$ cat src/rtl/uart_pkg.sv
// Shared definitions for the UART TX write-port arbiter and its helpers.
package uart_pkg;

  localparam logic [7:0] EOL_CHAR = 8'h0A;

  localparam logic [0:0] ARB_IDLE = 1'b0;
  localparam logic [0:0] ARB_XFER = 1'b1;

  // Index width for n items, never narrower than one bit.
  function automatic int clog2w(input int n);
    int w;
    w = 1;
    while ((1 << w) < n) w++;
    return w;
  endfunction

endpackage

$ cat src/rtl/uart_tx_arbiter_rr_pick.sv
// Combinational round-robin selector: first set request at or after ptr_i, wrapping.
module rr_pick #(
  parameter int N  = 4,
  parameter int IW = 2
) (
  input  logic [N-1:0]  req_i,
  input  logic [IW-1:0] ptr_i,
  output logic [IW-1:0] idx_o,
  output logic          any_o
);

  // Walk offsets from farthest to nearest so the nearest hit is written last.
  always_comb begin
    idx_o = '0;
    any_o = 1'b0;
    for (int k = N - 1; k >= 0; k--) begin
      automatic int j = (int'(ptr_i) + k) % N;
      if (req_i[j]) begin
        idx_o = IW'(j);
        any_o = 1'b1;
      end
    end
  end

endmodule

$ cat src/rtl/uart_tx_arbiter.sv
// Shares the TX FIFO write port among NUM_REQ byte producers, round-robin with optional line lock.
module uart_tx_arbiter
  import uart_pkg::*;
#(
  parameter int               NUM_REQ      = 4,
  parameter int               DATA_W       = 8,
  parameter int               MAX_BURST    = 16,
  parameter int               HOLD_TIMEOUT = 64,
  parameter logic [DATA_W-1:0] EOL_CHAR    = DATA_W'(uart_pkg::EOL_CHAR),
  localparam int              GW           = clog2w(NUM_REQ)
) (
  input  logic                      clk,
  input  logic                      reset,
  input  logic [NUM_REQ-1:0]        req_valid_i,
  input  logic [NUM_REQ*DATA_W-1:0] req_data_i,
  output logic [NUM_REQ-1:0]        req_ready_o,
  input  logic                      lock_en_i,
  input  logic                      fifo_full_i,
  output logic                      fifo_wrreq_o,
  output logic [DATA_W-1:0]         fifo_wdata_o,
  output logic [GW-1:0]             grant_id_o,
  output logic                      grant_active_o,
  output logic                      timeout_pulse_o
);

  localparam int BW = 8;
  localparam int IW = 10;

  logic [NUM_REQ-1:0][DATA_W-1:0] req_bytes;
  assign req_bytes = req_data_i;

  logic [0:0]    state_q, state_d;
  logic [GW-1:0] gid_q, gid_d;
  logic          gact_q, gact_d;
  logic          tpulse_q, tpulse_d;
  logic [GW-1:0] rr_ptr_q, rr_ptr_d;
  logic [BW-1:0] burst_q, burst_d;
  logic [IW-1:0] idle_q, idle_d;

  logic [GW-1:0] pick_idx;
  logic          pick_any;

  rr_pick #(.N(NUM_REQ), .IW(GW)) u_pick (
    .req_i (req_valid_i),
    .ptr_i (rr_ptr_q),
    .idx_o (pick_idx),
    .any_o (pick_any)
  );

  logic              g_vld;
  logic [DATA_W-1:0] g_data;
  logic              hs, rel, tmo;

  assign g_vld  = req_valid_i[gid_q];
  assign g_data = req_bytes[gid_q];

  always_comb begin
    req_ready_o  = '0;
    fifo_wrreq_o = 1'b0;
    fifo_wdata_o = '0;
    hs           = 1'b0;
    rel          = 1'b0;
    tmo          = 1'b0;
    state_d      = state_q;
    gid_d        = gid_q;
    gact_d       = gact_q;
    tpulse_d     = 1'b0;
    rr_ptr_d     = rr_ptr_q;
    burst_d      = burst_q;
    idle_d       = idle_q;

    if (state_q == ARB_IDLE) begin
      if (pick_any) begin
        gid_d   = pick_idx;
        gact_d  = 1'b1;
        state_d = ARB_XFER;
      end
    end else begin
      req_ready_o[gid_q] = !fifo_full_i;
      hs                 = g_vld && !fifo_full_i;
      fifo_wrreq_o       = hs;
      fifo_wdata_o       = g_data;

      if (hs) begin
        burst_d = burst_q + 1'b1;
        idle_d  = '0;
        rel     = !lock_en_i || (g_data == EOL_CHAR) ||
                  (burst_q == BW'(MAX_BURST - 1));
      end else begin
        if (idle_q != '1) idle_d = idle_q + 1'b1;
        // A full FIFO only frees a locked grant through the timeout path.
        if (lock_en_i && (idle_q == IW'(HOLD_TIMEOUT - 1))) begin
          rel = 1'b1;
          tmo = 1'b1;
        end else if (!lock_en_i && !g_vld) begin
          rel = 1'b1;
        end
      end

      if (rel) begin
        state_d  = ARB_IDLE;
        gact_d   = 1'b0;
        tpulse_d = tmo;
        rr_ptr_d = (gid_q == GW'(NUM_REQ - 1)) ? '0 : gid_q + 1'b1;
        burst_d  = '0;
        idle_d   = '0;
      end
    end
  end

  always_ff @(posedge clk) begin
    if (reset) begin
      state_q  <= ARB_IDLE;
      gid_q    <= '0;
      gact_q   <= 1'b0;
      tpulse_q <= 1'b0;
      rr_ptr_q <= '0;
      burst_q  <= '0;
      idle_q   <= '0;
    end else begin
      state_q  <= state_d;
      gid_q    <= gid_d;
      gact_q   <= gact_d;
      tpulse_q <= tpulse_d;
      rr_ptr_q <= rr_ptr_d;
      burst_q  <= burst_d;
      idle_q   <= idle_d;
    end
  end

  assign grant_id_o      = gid_q;
  assign grant_active_o  = gact_q;
  assign timeout_pulse_o = tpulse_q;

endmodule

$ cat config.mk
export PLATFORM = sky130hd
export DESIGN_NAME = uart_tx_arbiter
export DESIGN_NICKNAME = d
export VERILOG_FILES = /design/src/rtl/uart_pkg.sv /design/src/rtl/uart_tx_arbiter_rr_pick.sv /design/src/rtl/uart_tx_arbiter.sv
export SDC_FILE = /design/constraint.sdc
export NUM_CORES = 1
export LEC_CHECK = 0
export CAP_MARGIN = 20
export CELL_PAD_IN_SITES_DETAIL_PLACEMENT = 1
export CELL_PAD_IN_SITES_GLOBAL_PLACEMENT = 1
export CORE_ASPECT_RATIO = 1.5
export CORE_MARGIN = 2
export CORE_UTILIZATION = 35
export DETAILED_ROUTE_END_ITERATION = 16
export PLACE_DENSITY_LB_ADDON = 0.1
export SLEW_MARGIN = 5
export SYNTH_ARGS = -nofsm -noshare
export SYNTH_HDL_FRONTEND = slang
export SYNTH_SLANG_ARGS = --single-unit
$ cat constraint.sdc
create_clock -name clk -period 6.2 [get_ports clk]
set_input_delay 0.93 -clock clk [delete_from_list [all_inputs] [get_ports clk]]
set_output_delay 0.93 -clock clk [all_outputs]
set_load 0.01 [all_outputs]
* Word level (Yosys, flattened, before mapping)
Index checks and enable logic that the tools add are counted.
** Word-level totals
- Register bits :: 25
- Bits of input ports :: 40
- Output and inout bits :: 17
- Word-level logic and storage cells :: 97
** Cells by class
- Add/subtract/negate cells :: 6
- $lt $le $gt $ge :: 6
- Eq/ne operators :: 6
- Multiplexer cells :: 45
- Bitwise operators :: 6
- Reductions and logical operators :: 21
** Operator list (count)
- two-way mux 8 bit :: 4
- two-way mux 10 bit :: 3
- two-way mux 1 bit :: 25
- binary-select mux 8 bit (select 2 bit) :: 1
- equality test 8 x 4 -> 1 bit, second input constant :: 2
- < comparator 3 x 4 -> 1 bit, second input constant :: 3
- adder 10 x 1 -> 10 bit, second input constant :: 1
- binary-select mux 1 bit (select 2 bit) :: 5
- equality test 10 x 6 -> 1 bit, second input constant :: 1
- two-way mux 2 bit :: 5
- inequality test 10 bit, second input constant :: 1
- AND reduction 2 bit :: 5
- adder 8 x 1 -> 8 bit, second input constant :: 1
- < comparator 2 x 3 -> 1 bit, second input constant :: 2
- OR reduction 2 bit :: 3
- adder 2 x 1 -> 2 bit, second input constant :: 2
- adder 2 bit, second input constant :: 2
- AND 4 bit :: 1
- logical AND 1 bit :: 4
- two-way mux 4 bit :: 1
- nonzero test 2 bit :: 2
- OR reduction 4 bit :: 1
- AND 1 bit, first input constant :: 3
- zero test 1 bit :: 3
- other kinds (7) :: 9

* Logic depth before layout (Yosys ltp)
Gate-level depths: netlist of the first run.
- Word-level depth :: 12
- Depth in mapped cells :: 8
- Gate-level depth less buffers :: 6

* Hierarchy
Synthesis of the first run repeated with hierarchy kept, for this count alone.
** Second synthesis, totals
- Cells, all modules :: 197
- Area total of the unflattened synthesis :: 1730.4 sq um
** By module, submodules not included
- uart_tx_arbiter :: times used 1, cells each 184, area each 1652.8 sq um, seq. area each 500.5 sq um
- rr_pick :: times used 1, cells each 13, area each 77.6 sq um, seq. area each 0.0 sq um

* Worst setup path after synthesis of the first run
No wires, ideal clock.
- Path type :: input to register
- Start :: input req_valid_i[3]
- End :: register idle_q[3]
- Library setup time :: 0.070 ns
- Arrival time :: 2.528 ns
- Data required time :: 6.130 ns
- Setup slack :: 3.602 ns
- Stages on the path :: 6
- Buffers on the path :: 1
- Path through :: mux4_2 -> mux2i_1 -> buf_4 -> or2_0 -> or4_1 -> a21oi_1
** On the way
- Longest elaborated chain between the ends :: 10
- Elaborated cells between the ends (all ways) :: 13
- Those cells by class :: mux: 8; reduce/logical: 5
** Ends and longest elaborated chain
- start: declaration :: RTL line uart_tx_arbiter.sv:14 : input logic [NUM_REQ-1:0] req_valid_i,
- binary-select mux 1 bit (select 2 bit) * :: RTL line uart_tx_arbiter.sv:54 : assign g_vld = req_valid_i[gid_q];
- two-way mux 1 bit (implied by the code) * :: RTL line uart_tx_arbiter.sv:54
- zero test 1 bit :: RTL line uart_tx_arbiter.sv:95 : end else if (!lock_en_i && !g_vld) begin
- logical AND 1 bit :: RTL line uart_tx_arbiter.sv:95
- two-way mux 1 bit :: RTL line uart_tx_arbiter.sv:95
- two-way mux 1 bit :: RTL line uart_tx_arbiter.sv:92 : if (lock_en_i && (idle_q == IW'(HOLD_TIMEOUT - 1))) begin
- two-way mux 1 bit :: RTL line uart_tx_arbiter.sv:84 : if (hs) begin
- two-way mux 1 bit :: RTL line uart_tx_arbiter.sv:72 : if (state_q == ARB_IDLE) begin
- nonzero test 3 bit (no line)
- AND reduction 2 bit (no line)
- end signal: assignment :: RTL line uart_tx_arbiter.sv:127 : idle_q <= idle_d;
- end: declaration :: RTL line uart_tx_arbiter.sv:38 : logic [IW-1:0] idle_q, idle_d;
Every way passes the cells marked *; elsewhere a longest branch is shown, timed or not. The select of a mux whose other input is x is not followed.
A chain may end at the register's enable or synchronous reset.

* Worst setup path in the final report of the first run
Ends and elaborated chain as after synthesis.

==> impl_metrics.csv, run 1 <==
group,metric,value,unit
final_layout,nets,289,
timing,final_max_slew_viol_count,0,
timing,post-route-period-util,0.574,
floorplan,start_util,0.366,
timing,timing.setup.tns,0,ps
placement,place_ws,2110,ps
grt,overflow,0,
grt,grt_pass1_wl,7.99,mm
power_and_ir_drop,power,0.375,mW
floorplan,dieArea,0.00532,mm2
cts,cts_setup_buffers,0,
synthesis,syn_nets,236,
synthesis,synthCells,190,
cts,cts_sinks,25,
cts,cts_tree,"done",
cts,cts_buffers,3,
synthesis,ys_ff_latch,25,
power_and_ir_drop,p_leak,0.795,nW
cts,cts_buffer_depth,2,
timing,min_period,3560,ps
floorplan,die_y,88.4,um
placement,place_hpwl,4.16,mm
grt,grt_pass1_vias,1637,
setup_path,path_class,"in -> reg",
route,drt-total-wl,5.12,mm
synthesis,synth_area_leaders,"dfxtp_1 30%, mux4_2 11%, and2_1 5.7%, a21oi_1 5.1%, ha_1 4.5%",
floorplan,ioPinCount,57,
synthesis,synth_commonest_cells,"25 x dfxtp_1, 17 x a21oi_1, 16 x nor2_1",
cts,cts_root_buf,"clkbuf_8",
final_layout,syn_to_final_growth,38.8,%
route,drtIter0Drc,30,
cts,clk_pin_slew_worst_paths,80,ps
synthesis,netlist.area_leader.share,0.301,
route,vias,1640,
flow_run,drv_cap,0,
route,detail_route.wl_per_cell,16.7,um
cts,cts_resized,0,
grt,antenna_found_initial,0,
setup_path,critical_path_arrival,3750,ps
power_and_ir_drop,ir_drop,130,uV
timing,worstMarginPinSlew,905,ps
setup_path,start_kind,"input pin",
synthesis,ys_seq_area_frac,0.301,
power_and_ir_drop,p_per_area,163,mW/mm2
synthesis,postSynth.asyncResetShare,0,
synthesis,avgSynthCellArea,8.74,um2
cts,hold_buffers,0,
final_layout,fillers,530,
route,route.detailed.drc,0,
timing,worst_slack,2640,ps
timing,hold_viol_final,0,
setup_path,cp-end-kind,"register",
timing,clock_skew,1.69,ps
synthesis,synth_edf_count,0,
min_path,hp-class,"reg -> reg",
synthesis,yosysWarnings,0,
final_layout,num_antenna_cells,0,
setup_path,critical_path_peak_fanout,11,
timing,relSlewSlack,0.379,
placement,io_buffers,56,
cts,htreeDepth,1,
route,postRouteAntennaNets,0,
route,viasPerCell,5.36,
floorplan,fp-row-count,30,
synthesis,syn_area,0.00166,mm2
synthesis,ys.flop_type,"dfxtp_1",
route,drt-pass1-iter-count,4,
synthesis,yosysMostFrequentCell,"dfxtp_1",
grt,grt_max_degree,23,
timing,setup_viol,0,
timing,fmax,0.281,GHz
synthesis,synth_top_area_cell,"dfxtp_1",
grt,track_usage,0.200,
floorplan,core,0.00454,mm2
floorplan,die-width,60.2,um
timing,rsz0062_at_grt,"false",
run_status,outcome,"complete, no violations",
synthesis,synth_cell_types,45,
cts,clock_latency,270,ps
setup_path,worst_ep_required_time,6390,ps
final_layout,drive_gt1_frac,0.0620,
setup_path,regToRegSetupSlack,2850,ps
placement,place_congestion,0.861,
==> flip-flops by register name (all words and copies together), names as in the netlist <==
register         flops
grant_id_o           2
state_q              1
rr_ptr_q             2
grant_active_o       1
idle_q              10
timeout_pulse_o      1
burst_q              8
==> worst paths after layout <==
| check | start | to | cells past startpoint |
|---|---|---|---|
| worst max register to register | grant_id_o[0]$_SDFFE_PP0P_ | idle_q[3]$_SDFFE_PP0P_ | 6 |
| worst min-delay path | grant_active_o$_SDFFE_PP0P_ | grant_active_o$_SDFFE_PP0P_ | 2 |
| worst max-delay path | req_valid_i[3] | idle_q[3]$_SDFFE_PP0P_ | 7 |
| worst min register to register | grant_active_o$_SDFFE_PP0P_ | grant_active_o$_SDFFE_PP0P_ | 2 |
==> per-layer routing <==
metal	track usage	routed length [um]	share of wire
met5	0	0	0
met4	0.0707	76	0.015
met3	0.0263	311	0.061
met2	0.362	2680	0.52
met1	0.235	2050	0.40
==> metrics by stage <==
stage / hold slack (ps) / util / cells / cell area [um2]
2_1_floorplan: 446 / - / 190 / 1660
3_3_place_gp: 448 / 0.496 / 301 / 2250
3_5_place_dp: 473 / 0.496 / 301 / 2250
4_1_cts: 490 / 0.506 / 305 / 2300
5_1_grt: 510 / 0.507 / 306 / 2300
6_report: 480 / 0.507 / 306 / 2300
==> critical path, stage by stage <==
cell	delay [ps]
clkdlybuf4s50_1	470
mux4_2	550
mux2i_1	720
o21ai_0	260
buf_2	250
or4_1	410
a21oi_1	150
==> report_power, final <==
part | internal [mW] | total, mW | switching, mW
clock | 0.0460 | 0.0955 | 0.0495
combinational | 0.0608 | 0.102 | 0.0411
sequential | 0.166 | 0.178 | 0.0124
==> kinds of logic after synthesis <==
kind of cell    share of synthesized area
compound gates                      0.169
xor+xnor                           0.0369
fa+ha+maj                          0.0452
buf+inv                            0.0505
flops                               0.301
mux                                 0.136
simple gates                        0.261
==> cell usage in the layout, fill, tap and decap left out, types with 2 or more instances in the layout <==
cell type,synthesis,routed
a21oi_1,17,17
and2_1,15,15
and3_1,2,2
and4_1,2,2
clkbuf_8,0,3
clkdlybuf4s50_1,0,56
dfxtp_1,25,25
ha_1,6,6
inv_1,10,10
mux2i_1,2,2
mux4_2,8,8
nand2_1,14,14
nand3_1,6,6
nor2_1,16,16
nor4_1,2,2
nor4b_2,2,2
o211ai_1,2,2
o21ai_0,12,12
o31ai_1,3,3
or3_1,4,4
or4_1,6,6
xor2_1,6,6
==> cell type report <==
cell class              instances  area (um2)  share of cell area
multi-input cells             146        1080               0.467
flip-flops and latches         25         500               0.217
inverters                      10        37.5              0.0163
repair buffers                 57         566               0.245
well taps                      64        80.1              0.0347
clock buffers                   4        45.0              0.0195
(Power assumes the default switching activity.)
==> inputs of run 2 (changes only) <==
CORE_UTILIZATION = 33   (was 35)
clock period = 3.7 ns   (was 6.2 ns; I/O delays follow)
==> run 2 against run 1 <==
First-iteration DRC count grew 57%. Register-to-register slack lost 1900 ps. Worst setup slack lost 1900 ps. Sequential power grew 64%. Wire length shrank 9.5%. Combinational power grew 73%. Highest routed layer unchanged. Design area grew 1.0%. Power grew 70%. Count of clock-buffer cells in the layout shrank 1. Critical path depth shrank 4. Flip-flop and latch count is the same. Non-clock buffer count grew 2.
==> impl_metrics.csv, run 2 (same netlist as run 1, synthesis figures left out) <==
group,metric,value,unit
run_status,outcome,"complete, no violations",
setup_path,critical_path_peak_fanout,15,
floorplan,die_y,90.9,um
final_layout,utilization,0.480,
route,drt-total-wl,4.63,mm
setup_path,cp_slowest_stage_delay,830,ps
timing,clock_skew,7.92,ps
grt,track_usage,0.174,
cts,cts_setup_buffers,0,
setup_path,path_class,"reg -> out",
floorplan,start_util,0.342,
setup_path,worst_ep_required_time,3140,ps
final_layout,largest-register,"idle_q",
floorplan,fp-row-count,31,
timing,hold_viol_final,0,
timing,post-route-period-util,0.806,
final_layout,fillers,573,
timing,worst_slack,718,ps
route,route.detailed.drc,0,
cts,cts_sinks,25,
final_layout,seqCellArea,500,um2
setup_path,slowest_stage,"dfxtp_1",
final_layout,drive_gt1_frac,0.0738,
route,drtIter0Drc,47,
placement,place_congestion,0.759,
final_layout,num_antenna_cells,0,
route,detail_route.wl_per_cell,14.9,um
placement,io_buffers,56,
final_layout,fin_area,0.00233,mm2
final_layout,reg_top3,"idle_q (10), burst_q (8)",
timing,setup_viol,0,
final_layout,largest_register_ffs,10,
timing,final_max_slew_viol_count,0,
timing,min_period,2980,ps
grt,grt_max_degree,22,
floorplan,ioPinCount,57,
floorplan,core,0.00485,mm2
cts,cts_buffer_depth,2,
placement,placedCellCount,306,
setup_path,cp-end-kind,"output port",
setup_path,start_kind,"register",
timing,rsz0062_at_grt,"false",
floorplan,dieArea,0.00563,mm2
timing,timing.setup.tns,0,ps
cts,cts_tree,"done",
cts,cts_root_buf,"clkbuf_8",
timing,worstMarginPinSlew,762,ps
final_layout,final_cells,310,
cts,clock_latency,270,ps
cts,clk_pin_slew_worst_paths,100,ps
final_layout,final_common_cell,"clkdlybuf4s50_1",
timing,whs,476,ps
min_path,hp-class,"reg -> reg",
power_and_ir_drop,power,0.637,mW
flow_run,drv_cap,0,
final_layout,nets,291,
final_layout,syn_to_final_growth,40.2,%
grt,overflow,0,
cts,cts_resized,0,
final_layout,multiInputGateArea,0.00108,mm2
grt,antenna_found_initial,0,
grt,grt_pass1_vias,1569,
route,drt-pass1-iter-count,3,
cts,htreeDepth,1,
placement,place_ws,819,ps
floorplan,die-width,61.9,um
placement,place_hpwl,3.76,mm
grt,grt_pass1_wl,7.60,mm
route,postRouteAntennaNets,0,
power_and_ir_drop,p_leak,0.805,nW
route,viasPerCell,5.18,
power_and_ir_drop,p_per_area,274,mW/mm2
setup_path,path_cells,"mux4_1 -> and2_1 -> clkdlybuf4s50_1",
placement,post_dp_cell_area,0.00228,mm2
setup_path,critical_path_arrival,2430,ps
timing,fmax,0.335,GHz
timing,relSlewSlack,0.491,
final_layout,mostFrequentLayoutCells,"56 x clkdlybuf4s50_1, 25 x dfxtp_1, 17 x a21oi_1",
power_and_ir_drop,ir_drop,217,uV
cts,cts_buffers,3,
cts,hold_buffers,0,
route,vias,1607,
==> run 2: cell types whose count changed in the layout (fill, tap and decap cells not counted) <==
| cell | previous run | this run |
|---|---|---|
| buf_4 | 0 | 3 |
| clkinvlp_4 | 0 | 1 |
| buf_2 | 1 | 0 |
| clkbuf_1 | 1 | 0 |
==> run 2: power by group <==
part,internal (mW),switching (mW)
clock,0.0765,0.0929
sequential,0.277,0.0143
combinational,0.105,0.0710
==> run 2: critical path, delay by kind of cell (launching register included) <==
kind / cells / cell delay (ps)
buffers and inverters: 1 / 470
muxes: 1 / 670
and+or+nand+nor: 1 / 180
DFF: 1 / 830
==> run 2: layer usage <==
metal,vias to the layer above,track usage,part of all wire
met5,-,0,0
met1,752,0.221,0.44
met4,0,0.0496,0.016
li1,803,-,-
met3,7,0.0244,0.055
met2,45,0.294,0.49
==> run 2: cell type report <==
class                   instances  area share
clock buffers                   3      0.0177
flip-flops and latches         25       0.215
repair buffers                 59       0.250
multi-input cells             146       0.462
inverters                      10      0.0161
clock inverters                 1     0.00322
well taps                      66      0.0355
==> run 2: worst paths after layout <==
check | start | end | slack [ps] | depth (start not counted)
setup / recovery | grant_id_o[0]$_SDFFE_PP0P_ | fifo_wdata_o[1] | 720 | 3
hold / removal | grant_active_o$_SDFFE_PP0P_ | grant_active_o$_SDFFE_PP0P_ | 480 | 2
setup reg to reg | grant_id_o[0]$_SDFFE_PP0P_ | idle_q[5]$_SDFFE_PP0P_ | 950 | 7
hold reg to reg | grant_active_o$_SDFFE_PP0P_ | grant_active_o$_SDFFE_PP0P_ | 480 | 2
